**src/rtl/imm_pkg.sv**
```systemverilog
// Shared encodings for the immediate decode stage: immediate type codes
// and the RV base opcodes used to derive the type automatically.
package imm_pkg;

   typedef enum logic [2:0] {
      IMM_NONE = 3'd0,
      IMM_I    = 3'd1,
      IMM_S    = 3'd2,
      IMM_B    = 3'd3,
      IMM_U    = 3'd4,
      IMM_J    = 3'd5,
      IMM_Z    = 3'd6,
      IMM_SH   = 3'd7
   } imm_type_e;

   localparam logic [6:0] OPC_LOAD   = 7'b0000011;
   localparam logic [6:0] OPC_JALR   = 7'b1100111;
   localparam logic [6:0] OPC_OPIMM  = 7'b0010011;
   localparam logic [6:0] OPC_STORE  = 7'b0100011;
   localparam logic [6:0] OPC_BRANCH = 7'b1100011;
   localparam logic [6:0] OPC_LUI    = 7'b0110111;
   localparam logic [6:0] OPC_AUIPC  = 7'b0010111;
   localparam logic [6:0] OPC_JAL    = 7'b1101111;
   localparam logic [6:0] OPC_SYSTEM = 7'b1110011;

   localparam logic [2:0] F3_SLLI = 3'b001;
   localparam logic [2:0] F3_SRXI = 3'b101;

endpackage

```
**src/rtl/imm_expand.sv**
```systemverilog
// Combinational immediate expansion: reassembles the immediate field of a
// 32-bit instruction for the given type and extends it to XLEN bits.
module imm_expand
   import imm_pkg::*;
#(
   parameter int XLEN = 32
) (
   input  logic [31:0]     inst_i,
   input  logic [2:0]      type_i,
   output logic [XLEN-1:0] imm_o
);

   // The opcode field never contributes to an immediate.
   logic unused_opcode;
   assign unused_opcode = ^inst_i[6:0];

   // Field reassembly; signed casts carry inst[31] up to XLEN.
   always_comb begin
      imm_o = '0;
      case (type_i)
         IMM_I:   imm_o = XLEN'($signed(inst_i[31:20]));
         IMM_S:   imm_o = XLEN'($signed({inst_i[31:25], inst_i[11:7]}));
         IMM_B:   imm_o = XLEN'($signed({inst_i[31], inst_i[7], inst_i[30:25],
                                         inst_i[11:8], 1'b0}));
         IMM_U:   imm_o = XLEN'($signed({inst_i[31:12], 12'h000}));
         IMM_J:   imm_o = XLEN'($signed({inst_i[31], inst_i[19:12], inst_i[20],
                                         inst_i[30:21], 1'b0}));
         IMM_Z:   imm_o = XLEN'(inst_i[19:15]);
         IMM_SH:  imm_o = (XLEN == 64) ? XLEN'(inst_i[25:20]) : XLEN'(inst_i[24:20]);
         default: imm_o = '0;
      endcase
   end

endmodule

```
**src/rtl/imm_decode_stage.sv**
```systemverilog
// Immediate decode pipeline stage: expands the immediate at acceptance and
// buffers results in a two-entry skid buffer (main + skid) with flush.
module imm_decode_stage
   import imm_pkg::*;
#(
   parameter int XLEN      = 32,
   parameter int TAG_W     = 32,
   parameter int AUTO_TYPE = 0
) (
   input  logic             clk,
   input  logic             rst,
   input  logic             flush,
   input  logic             in_valid,
   output logic             in_ready,
   input  logic [31:0]      in_inst,
   input  logic [2:0]       in_type,
   input  logic [TAG_W-1:0] in_tag,
   output logic             out_valid,
   input  logic             out_ready,
   output logic [XLEN-1:0]  out_imm,
   output logic [2:0]       out_type,
   output logic [TAG_W-1:0] out_tag
);

   logic [2:0]       sel_type;
   logic [XLEN-1:0]  exp_imm;
   logic             accept;
   logic             drain;

   logic             main_valid_q, main_valid_d;
   logic             skid_valid_q, skid_valid_d;
   logic [XLEN-1:0]  main_imm_q, main_imm_d, skid_imm_q, skid_imm_d;
   logic [2:0]       main_type_q, main_type_d, skid_type_q, skid_type_d;
   logic [TAG_W-1:0] main_tag_q, main_tag_d, skid_tag_q, skid_tag_d;

   if (AUTO_TYPE != 0) begin : g_auto
      imm_type_e auto_type;
      logic      unused_type;
      assign unused_type = ^in_type;

      // Opcode/funct3 classification into an immediate type.
      always_comb begin
         auto_type = IMM_NONE;
         case (in_inst[6:0])
            OPC_LOAD, OPC_JALR: auto_type = IMM_I;
            OPC_OPIMM: auto_type = (in_inst[14:12] == F3_SLLI || in_inst[14:12] == F3_SRXI)
                                   ? IMM_SH : IMM_I;
            OPC_STORE:          auto_type = IMM_S;
            OPC_BRANCH:         auto_type = IMM_B;
            OPC_LUI, OPC_AUIPC: auto_type = IMM_U;
            OPC_JAL:            auto_type = IMM_J;
            OPC_SYSTEM:         auto_type = in_inst[14] ? IMM_Z : IMM_I;
            default:            auto_type = IMM_NONE;
         endcase
      end
      assign sel_type = auto_type;
   end else begin : g_manual
      assign sel_type = in_type;
   end

   imm_expand #(.XLEN(XLEN)) u_expand (
      .inst_i (in_inst),
      .type_i (sel_type),
      .imm_o  (exp_imm)
   );

   assign accept = in_valid & in_ready;
   assign drain  = main_valid_q & out_ready;

   // Skid-buffer next state; in_ready is low whenever skid holds an entry,
   // so a refill of main from skid never coincides with an acceptance.
   always_comb begin
      main_valid_d = main_valid_q;
      main_imm_d   = main_imm_q;
      main_type_d  = main_type_q;
      main_tag_d   = main_tag_q;
      skid_valid_d = skid_valid_q;
      skid_imm_d   = skid_imm_q;
      skid_type_d  = skid_type_q;
      skid_tag_d   = skid_tag_q;
      if (flush) begin
         main_valid_d = 1'b0;
         skid_valid_d = 1'b0;
      end else if (!main_valid_q || drain) begin
         if (skid_valid_q) begin
            main_valid_d = 1'b1;
            main_imm_d   = skid_imm_q;
            main_type_d  = skid_type_q;
            main_tag_d   = skid_tag_q;
            skid_valid_d = 1'b0;
         end else if (accept) begin
            main_valid_d = 1'b1;
            main_imm_d   = exp_imm;
            main_type_d  = sel_type;
            main_tag_d   = in_tag;
         end else begin
            main_valid_d = 1'b0;
         end
      end else if (accept) begin
         skid_valid_d = 1'b1;
         skid_imm_d   = exp_imm;
         skid_type_d  = sel_type;
         skid_tag_d   = in_tag;
      end else begin
         skid_valid_d = skid_valid_q;
      end
   end

   // State registers with asynchronous clear.
   always_ff @(posedge clk or posedge rst) begin
      if (rst) begin
         main_valid_q <= 1'b0;
         main_imm_q   <= '0;
         main_type_q  <= 3'd0;
         main_tag_q   <= '0;
         skid_valid_q <= 1'b0;
         skid_imm_q   <= '0;
         skid_type_q  <= 3'd0;
         skid_tag_q   <= '0;
      end else begin
         main_valid_q <= main_valid_d;
         main_imm_q   <= main_imm_d;
         main_type_q  <= main_type_d;
         main_tag_q   <= main_tag_d;
         skid_valid_q <= skid_valid_d;
         skid_imm_q   <= skid_imm_d;
         skid_type_q  <= skid_type_d;
         skid_tag_q   <= skid_tag_d;
      end
   end

   assign in_ready  = ~skid_valid_q;
   assign out_valid = main_valid_q;
   assign out_imm   = main_imm_q;
   assign out_type  = main_type_q;
   assign out_tag   = main_tag_q;

endmodule

```
**config.mk**
```make
export PLATFORM = sky130hd
export DESIGN_NAME = imm_decode_stage
export DESIGN_NICKNAME = d
export VERILOG_FILES = /design/src/rtl/imm_pkg.sv /design/src/rtl/imm_expand.sv /design/src/rtl/imm_decode_stage.sv
export SDC_FILE = /design/constraint.sdc
export NUM_CORES = 1
export LEC_CHECK = 0
export CORE_ASPECT_RATIO = 1.75
export CORE_MARGIN = 8
export CORE_UTILIZATION = 30
export DETAILED_ROUTE_END_ITERATION = 8
export DONT_BUFFER_PORTS = 1
export GPL_ROUTABILITY_DRIVEN = 0
export HOLD_SLACK_MARGIN = 0.08
export PLACE_DENSITY = 0.52
export SYNTH_ARGS = -nofsm -noshare
export SYNTH_HDL_FRONTEND = slang
export SYNTH_SLANG_ARGS = --single-unit
```
**constraint.sdc**
```tcl
create_clock -name clk -period 7.9 [get_ports clk]
set_input_delay 1.58 -clock clk [delete_from_list [all_inputs] [get_ports clk]]
set_output_delay 1.58 -clock clk [all_outputs]
set_load 0.005 [all_outputs]
```
==> results of run 1 <==
==> final cells by class <==
type,instances,area [sq um],share of cell area
clock buffer,18,439.2,0.06447
clock inverter,13,130.1,0.01910
inverter,5,23.77,0.003490
multi-input combinational,383,2464,0.3617
sequential,136,3407,0.5002
tap,248,310.3,0.04555
timing repair buffer,5,37.54,0.005511
==> where the power goes <==
part | switching, mW | total (mW) | internal (mW)
registers | 0.0968 | 0.926 | 0.830
logic | 0.108 | 0.219 | 0.111
clock network | 0.298 | 0.765 | 0.468
==> logic make-up (layout without fill, tap and decap cells) <==
group / after synthesis / count (layout) / share of synthesized area
compound gates: 151 / 151 / 0.1475
buf+inv: 52 / 41 / 0.04338
flops: 136 / 136 / 0.5566
mux: 69 / 69 / 0.1369
simple gates: 163 / 163 / 0.1156
==> metal layers <==
layer	global-route usage	wire, microns	share of wire	vias up
li1	-	-	-	1969
met2	0.2198	8319	0.51	138
met5	0	0	0	-
met1	0.1485	6014	0.37	2017
met3	0.05298	1591	0.098	16
met4	0.05297	268	0.017	0
==> placed cells by master (no fill, tap or decap), types with 2 or more instances in the layout <==
cell type   Yosys  final
nor2b_1         3      3
inv_6           0      2
a211oi_1        3      3
nor2_1         13     13
mux2i_1        36     36
o21ai_1        50     50
inv_1           4      3
and3_1          4      4
nor3_1          6      6
mux2_4         28     28
buf_4           5      5
clkbuf_16       0     17
nand3_1        24     23
a21oi_2         4      4
a41oi_1        11     11
mux2_2          4      4
a21oi_1        18     18
clkinv_2        0      6
a32o_1          4      4
o21ai_0        37     37
dfrtp_1       136    135
o211ai_1       19     19
bufinv_16       0      2
nand2_1       105    105
clkinvlp_4      0      3
==> how the worst min path moves through the flow <==
stage	start	endpoint	slack, ns	cells after the start
final	skid_imm_q[15]$_DFFE_PP0P_	skid_imm_q[15]$_DFFE_PP0P_	0.48	2
after global routing	skid_imm_q[30]$_DFFE_PP0P_	skid_imm_q[30]$_DFFE_PP0P_	0.50	2
after CTS	skid_imm_q[15]$_DFFE_PP0P_	skid_imm_q[15]$_DFFE_PP0P_	0.48	2
after detailed placement	skid_imm_q[15]$_DFFE_PP0P_	skid_imm_q[15]$_DFFE_PP0P_	0.47	2
after global placement	skid_imm_q[15]$_DFFE_PP0P_	skid_imm_q[15]$_DFFE_PP0P_	0.46	2
after floorplan	skid_imm_q[15]$_DFFE_PP0P_	skid_imm_q[15]$_DFFE_PP0P_	0.44	2
==> metrics by stage <==
| stage | util | instances | power, mW | cell area, sq um | hold WS, ns |
|---|---|---|---|---|---|
| after floorplan | - | 571 | 1.096 | 6115 | 0.4447 |
| after global placement | 0.3090 | 777 | 1.151 | 6242 | 0.4592 |
| after detailed placement | 0.3090 | 777 | 1.166 | 6242 | 0.4654 |
| after CTS | 0.3372 | 808 | 1.943 | 6812 | 0.4794 |
| after global routing | 0.3372 | 808 | 2.013 | 6812 | 0.4960 |
| final | 0.3372 | 808 | 1.910 | 6812 | 0.4771 |
==> state kept, by name (all words and copies together) (netlist names) <==
name,flops
out_tag,32
skid_valid_q,1
out_valid,1
out_imm,32
skid_type_q,3
skid_imm_q,32
skid_tag_q,32
out_type,3
==> worst max-delay path: stages, from the launching register on <==
cell and delay [ns]:
dfrtp_4 0.81, buf_4 0.58, inv_1 0.08, buf_4 0.22
==> impl_metrics.toml, run 1 <==
[cells_and_area]
fillers = 2065
syn_to_final_growth_pct = 11.40
drive_gt1_frac = 0.1429
nNetsFinal = 620
insertedDiodeCount = 0

[synth]
yosys-top-cells-count = "136 x dfrtp_1, 105 x nand2_1, 50 x o21ai_1"
async_flop_share = 1.000
yosysTopAreaCellShare = 0.5566
ys_seq_elements = 136
synth_edf_count = 0
avgSynthCellArea_sq_um = 10.71
synth.most_common_cell = "dfrtp_1"
yosys_warnings = 0
yosys.cell_types.count = 37
syn-instance-count = 571
synth_nets = 643
synth_flop_cell = "dfrtp_1"
synthTopCellsByArea = "dfrtp_1 56%, mux2_4 6.9%, nand2_1 6.4%"
synth_seq_area_share = 0.5566
yosys.area.top_type = "dfrtp_1"
syn-cell-area_sq_mm = 0.006115

[timing]
fmax_ghz = 0.2668
tns_ns = 0
fin_ws_ns = 4.152
fin_skew_ns = 0.008040
finalSetupViolations = 0
maxSlewViolCount = 0
relSlewSlack = 0.2429
final_hold_viol_count = 0
finalCritPeriodShare = 0.4745
post-route-min-period_ns = 3.748
worst_pin_slew_ns = 1.136
rsz0062_at_grt = "no"

[routing]
drcViolationCount = 0
ant_nets = 0
avgViaCountPerCell = 5.124
wire_per_inst_microns = 20.04
drt-initial-drc-count = 229
dr.pass1.iters = 4
vias = 4140
finalWirelength_microns = 16190

[clock_network]
cts_resized = 0
cts_tree = "built"
cts_hold_buffers = 0
cts_setup_buffers = 0
clk_pin_slew_ns = 0.06
cts_root_buffer = "clkbuf_16"
htree_num_levels = 4
numCtsBuffers = 17
cts.path.max_buffers = 2
clk_latency_ns = 0.42
cts.sinks = 136

[die]
die_x_microns = 123.9
start_util = 0.3027
die_area_sq_mm = 0.02539
rows = 69
die_height_microns = 204.9
core_sq_mm = 0.02020
io_pins = 141

[critical_path]
cp-startpoint = "skid_valid_q$_DFFE_PP0P_"
required_ns = 6.32
cp.arrival_ns = 2.17
crit_path_end_kind = "output pin"
crit_end = "in_ready"
timing.rr.end = "skid_tag_q[30]$_DFFE_PP0P_"
critPathMaxFanout = 38
critPathKind = "reg2out"
r2r-start = "skid_valid_q$_DFFE_PP0P_"
startpoint_type = "flop"
rrSetupSlack_ns = 5.14
reg2regPathDepth = 4

[flow_run]
cap_violations = 0

[grt]
antenna_found_initial = 0
grt_pass1_vias = 4225
gr-total-overflow = 0
grtUsageTotal = 0.1330
grt_max_degree = 102
grt_pass1_wl_microns = 25390

[pwr]
peakVddDrop_mv = 0.2595
p_per_area_mw_per_mm2 = 280.5
p_leak_nw = 2.914

[min_path]
min_path_type = "reg2reg"

[placement]
numPortBuffers = 0
dp_slack_ns = 4.397
hpwl_microns = 11170

[status]
status = "complete, no violations"
No activity file was read; power rests on OpenSTA's default activity.
==> run 2: changes to the inputs <==
--- a/config.mk
+++ b/config.mk
@@ -12,7 +12,7 @@
 export DONT_BUFFER_PORTS = 1
 export GPL_ROUTABILITY_DRIVEN = 0
 export HOLD_SLACK_MARGIN = 0.08
-export PLACE_DENSITY = 0.52
+export PLACE_DENSITY = 0.53
 export SYNTH_ARGS = -nofsm -noshare
 export SYNTH_HDL_FRONTEND = slang
 export SYNTH_SLANG_ARGS = --single-unit
==> constraint.sdc (replaced) <==
create_clock -name clk -period 3 [get_ports clk]
set_input_delay 0.6 -clock clk [delete_from_list [all_inputs] [get_ports clk]]
set_output_delay 0.6 -clock clk [all_outputs]
set_load 0.005 [all_outputs]
==> run 2 against run 1 <==
- die area unchanged
- sequential share of layout area is 0.91 points lower
- final area rose by 1.9%
- routed wire length rose by 1.4%
- worst hold slack got worse by 0.28 ns
- cell count rose by 0.62%
- sequential cell count did not move
- critical endpoint is now skid_tag_q[8]$_DFFE_PP0P_
- register-to-register slack worse by 4.3 ns
- clock skew about the same
- power grew to 2.8 times the previous value
- critical path depth grew 1
- global-route usage barely moved
==> impl_metrics.toml, run 2 (same netlist as run 1, synthesis figures left out) <==
[status]
status = "complete, no violations"

[timing]
finalCritPeriodShare = 0.7150
final_hold_viol_count = 0
relSlewSlack = 0.3261
fin_ws_ns = 0.8549
fin_skew_ns = 0.007861
fmax_ghz = 0.4662
worst_pin_slew_ns = 1.007
finalSetupViolations = 0
rsz0062_at_grt = "no"
tns_ns = 0
maxSlewViolCount = 0
post-route-min-period_ns = 2.145
whs_ns = 0.1922

[critical_path]
crit_path_end_kind = "flop"
cp.arrival_ns = 2.45
critPathMaxFanout = 75
startpoint_type = "flop"
critPathKind = "reg2reg"
required_ns = 3.30

[cells_and_area]
drive_gt1_frac = 0.1487
insertedDiodeCount = 0
utilization = 0.3434
fillers = 2063
fin_area_sq_mm = 0.006938
final_common_cell = "dfrtp_1"
final_cell_mix = "135 x dfrtp_1, 105 x nand2_1, 50 x o21ai_1, 37 x o21ai_0, 36 x mux2i_1"
final_cells = 813
nNetsFinal = 624
syn_to_final_growth_pct = 13.46

[die]
die_area_sq_mm = 0.02539
core_sq_mm = 0.02020
io_pins = 141
start_util = 0.3027
die_height_microns = 204.9
rows = 69
die_x_microns = 123.9

[placement]
dp_slack_ns = 0.7077
placed_area_sq_mm = 0.006309
numPortBuffers = 0
hpwl_microns = 11340
dp.cells = 781

[clock_network]
cts.sinks = 136
cts_hold_buffers = 0
cts.path.max_buffers = 2
cts_root_buffer = "clkbuf_16"
cts_setup_buffers = 0
cts_tree = "built"
numCtsBuffers = 17
clk_pin_slew_ns = 0.06
cts_resized = 0
clk_latency_ns = 0.42
htree_num_levels = 4

[pwr]
switchingPower_mw = 1.373
pwr-share-seq = 0.464
comb_power_share = 0.112
swShare = 0.2612
p_leak_nw = 2.970
p_clk_frac = 0.423
p_int_mw = 3.882
peakVddDrop_mv = 0.7984
p_per_area_mw_per_mm2 = 757.4
finalPower_mw = 5.255

[grt]
antenna_found_initial = 0
grt_max_degree = 137
grtUsageTotal = 0.1333
gr-total-overflow = 0
grt_pass1_wl_microns = 25490
grt_pass1_vias = 4283

[flow_run]
cap_violations = 0

[routing]
ant_nets = 0
vias = 4200
wire_per_inst_microns = 20.19
avgViaCountPerCell = 5.166
drt-initial-drc-count = 202
finalWirelength_microns = 16410
dr.pass1.iters = 4
drcViolationCount = 0

[min_path]
min_path_type = "in2async"
[run 2: cell count changes in the layout (fill, tap and decap cells not counted), sizes merged]
cell    before  now
bufinv       2    4
inv          5    4
buf          5    9
[run 2: final timing paths]
kind,from,endpoint,slack [ns],cells after the start
setup reg to reg,out_valid$_DFFE_PP0N_,skid_tag_q[8]$_DFFE_PP0P_,0.85,4
min in group clk,flush,skid_valid_q$_DFFE_PP0P_,0.25,1
max in group asynchronous,rst,out_tag[8]$_DFFE_PP0P_,2.14,2
hold reg to reg,skid_imm_q[15]$_DFFE_PP0P_,skid_imm_q[15]$_DFFE_PP0P_,0.48,2
hold / removal,rst,skid_tag_q[28]$_DFFE_PP0P_,0.19,2
setup / recovery,out_valid$_DFFE_PP0N_,skid_tag_q[8]$_DFFE_PP0P_,0.85,4
[run 2: final cells by class]
class                      instances  area, sq um  area share
clock inverter                    14        200.2     0.02885
timing repair buffer               9        105.1     0.01515
inverter                           5        22.52    0.003246
tap                              248        310.3     0.04473
multi-input combinational        383         2464      0.3551
clock buffer                      18        429.2     0.06186
sequential                       136         3407      0.4911
[run 2: critical path: stages, from the launching register on]
cell and delay, ns:
dfrtp_1 0.40, nor2b_2 0.31, nand3_4 0.50, buf_12 0.41
mux2_4 0.34
[run 2: layer usage]
metal | GRT usage | vias up | routed length [microns]
met5 | 0 | - | 0
met4 | 0.04357 | 0 | 215
met3 | 0.06374 | 16 | 1694
met2 | 0.2211 | 137 | 8339
met1 | 0.1453 | 2075 | 6164
li1 | - | 1972 | -
[run 2: power groups by stage]
stage	Combinational (mW)	Clock [mW]	Sequential (mW)
floorplan	0.509	0	2.38
global placement	0.575	0	2.47
detailed placement	0.599	0	2.49
CTS	0.604	2.30	2.45
global route	0.675	2.36	2.49
finish	0.591	2.22	2.44
==> run 3: changes to the inputs <==
--- a/config.mk
+++ b/config.mk
@@ -12,7 +12,7 @@
 export DONT_BUFFER_PORTS = 1
 export GPL_ROUTABILITY_DRIVEN = 0
 export HOLD_SLACK_MARGIN = 0.08
-export PLACE_DENSITY = 0.53
+export PLACE_DENSITY = 0.52
 export SYNTH_ARGS = -nofsm -noshare
 export SYNTH_HDL_FRONTEND = slang
 export SYNTH_SLANG_ARGS = --single-unit
==> constraint.sdc (replaced) <==
create_clock -name clk -period 2.2 [get_ports clk]
set_input_delay 0.44 -clock clk [delete_from_list [all_inputs] [get_ports clk]]
set_output_delay 0.44 -clock clk [all_outputs]
set_load 0.005 [all_outputs]
==> run 3 against run 2 <==
- combinational power rose by 40%
- cell count grew 1.2%
- critical path depth stayed put
- critical path type unchanged
- sequential share of layout area decreased by 0.46 points
==> impl_metrics.toml, run 3 (same netlist as run 1, synthesis figures left out) <==
[clock_network]
htree_num_levels = 4
cts.sinks = 136
cts_setup_buffers = 0
cts_resized = 0
numCtsBuffers = 17
clk_pin_slew_ns = 0.06
cts_tree = "built"
cts_hold_buffers = 2
clk_latency_ns = 0.42
cts_root_buffer = "clkbuf_16"
cts.path.max_buffers = 2

[critical_path]
critPathTopFamily = "simple AND/OR/NAND/NOR gates"
cp_slowest_stage_delay_ns = 0.53
r2r-start = "out_valid$_DFFE_PP0N_"
reg2regPathDepth = 4
crit_path_end_kind = "flop"
required_ns = 2.52
cp.arrival_ns = 2.33
timing.rr.end = "out_imm[0]$_DFFE_PP0P_"
startpoint_type = "flop"
slowest_stage = "nand2_1"
rrSetupSlack_ns = 0.19
crit_buf_inv = 0
critPathMaxFanout = 17
worstPathCellList = "nor2b_2, nor3_4, nand2_1, o211ai_1"
critPathKind = "reg2reg"

[timing]
rsz0062_at_grt = "no"
post-route-min-period_ns = 2.010
worst_pin_slew_ns = 1.038
final_hold_viol_count = 0
maxSlewViolCount = 0
fmax_ghz = 0.4974
fin_ws_ns = 0.1896
fin_skew_ns = 0.009366
finalCritPeriodShare = 0.9138
relSlewSlack = 0.3048
tns_ns = 0
finalSetupViolations = 0

[cells_and_area]
drive_gt1_frac = 0.1565
insertedDiodeCount = 0
final_common_cell = "dfrtp_1"
final_cell_mix = "135 x dfrtp_1, 105 x nand2_1, 50 x o21ai_1, 37 x o21ai_0, 36 x mux2i_1"
fin_area_sq_mm = 0.007003
syn_to_final_growth_pct = 14.53
nNetsFinal = 634
utilization = 0.3466

[die]
die_x_microns = 123.9
start_util = 0.3027
core_sq_mm = 0.02020
die_height_microns = 204.9
rows = 69
io_pins = 141
die_area_sq_mm = 0.02539

[grt]
grt_pass1_wl_microns = 25350
grtUsageTotal = 0.1330
grt_max_degree = 76
grt_pass1_vias = 4320
antenna_found_initial = 0
gr-total-overflow = 0

[min_path]
hold_depth = 2
min_path_type = "in2reg"
min_from = "in_inst[29]"
hold-path-endpoint = "skid_imm_q[9]$_DFFE_PP0P_"

[flow_run]
cap_violations = 0

[routing]
vias = 4215
wire_per_inst_microns = 19.68
finalWirelength_microns = 16200
ant_nets = 0
drt-initial-drc-count = 161
drcViolationCount = 0
avgViaCountPerCell = 5.122
dr.pass1.iters = 5

[placement]
dp_slack_ns = 0.1542
hpwl_microns = 11710
numPortBuffers = 0
placed_area_sq_mm = 0.006394

[pwr]
p_leak_nw = 3.014
p_per_area_mw_per_mm2 = 997.8
peakVddDrop_mv = 0.6705

[status]
status = "complete, no violations"
-- run 3: layout make-up --
type,instances,area (sq um)
multi-input combinational,383,2464
tap,248,310.3
timing repair buffer,19,210.2
inverter,5,22.52
sequential,136,3407
fill,2055,13200
clock inverter,12,152.6
clock buffer,20,436.7
-- run 3: how the worst max path moves through the flow --
stage | slack, ns | from | end | cells after the start
after floorplan | 0.07 | rst | out_imm[0]$_DFFE_PP0P_ | 1
after global placement | 0.20 | out_valid$_DFFE_PP0N_ | out_imm[29]$_DFFE_PP0P_ | 4
after detailed placement | 0.15 | out_valid$_DFFE_PP0N_ | out_imm[23]$_DFFE_PP0P_ | 4
after CTS | 0.13 | out_valid$_DFFE_PP0N_ | out_imm[23]$_DFFE_PP0P_ | 4
after global routing | 0.02 | out_valid$_DFFE_PP0N_ | out_imm[0]$_DFFE_PP0P_ | 4
final | 0.19 | out_valid$_DFFE_PP0N_ | out_imm[0]$_DFFE_PP0P_ | 4
-- run 3: report_power, final --
part | switching [mW] | total [mW] | leakage (nW) | internal [mW]
Sequential | 0.346 | 3.33 | 1.71 | 2.98
Clock | 1.06 | 2.83 | 0.288 | 1.78
Combinational | 0.402 | 0.827 | 1.01 | 0.425
Total | 1.80 | 6.99 | 3.01 | 5.18
-- run 3: layer usage --
layer / up-vias / routed length (microns) / global-route usage
met4: 0 / 435 / 0.06963
met1: 2063 / 6239 / 0.1492
met2: 131 / 8217 / 0.2136
li1: 1998 / - / -
met3: 23 / 1308 / 0.04994
met5: - / 0 / 0
-- run 3: stage by stage --
step / hold slack, ns / total power, mW / instances
5_1_grt: 0.1163 / 7.372 / 823
3_3_place_gp: 0.3228 / 4.162 / 789
6_report: 0.1522 / 6.987 / 823
2_1_floorplan: 0.4447 / 3.936 / 571
3_5_place_dp: 0.3372 / 4.223 / 789
4_1_cts: 0.1194 / 7.127 / 823
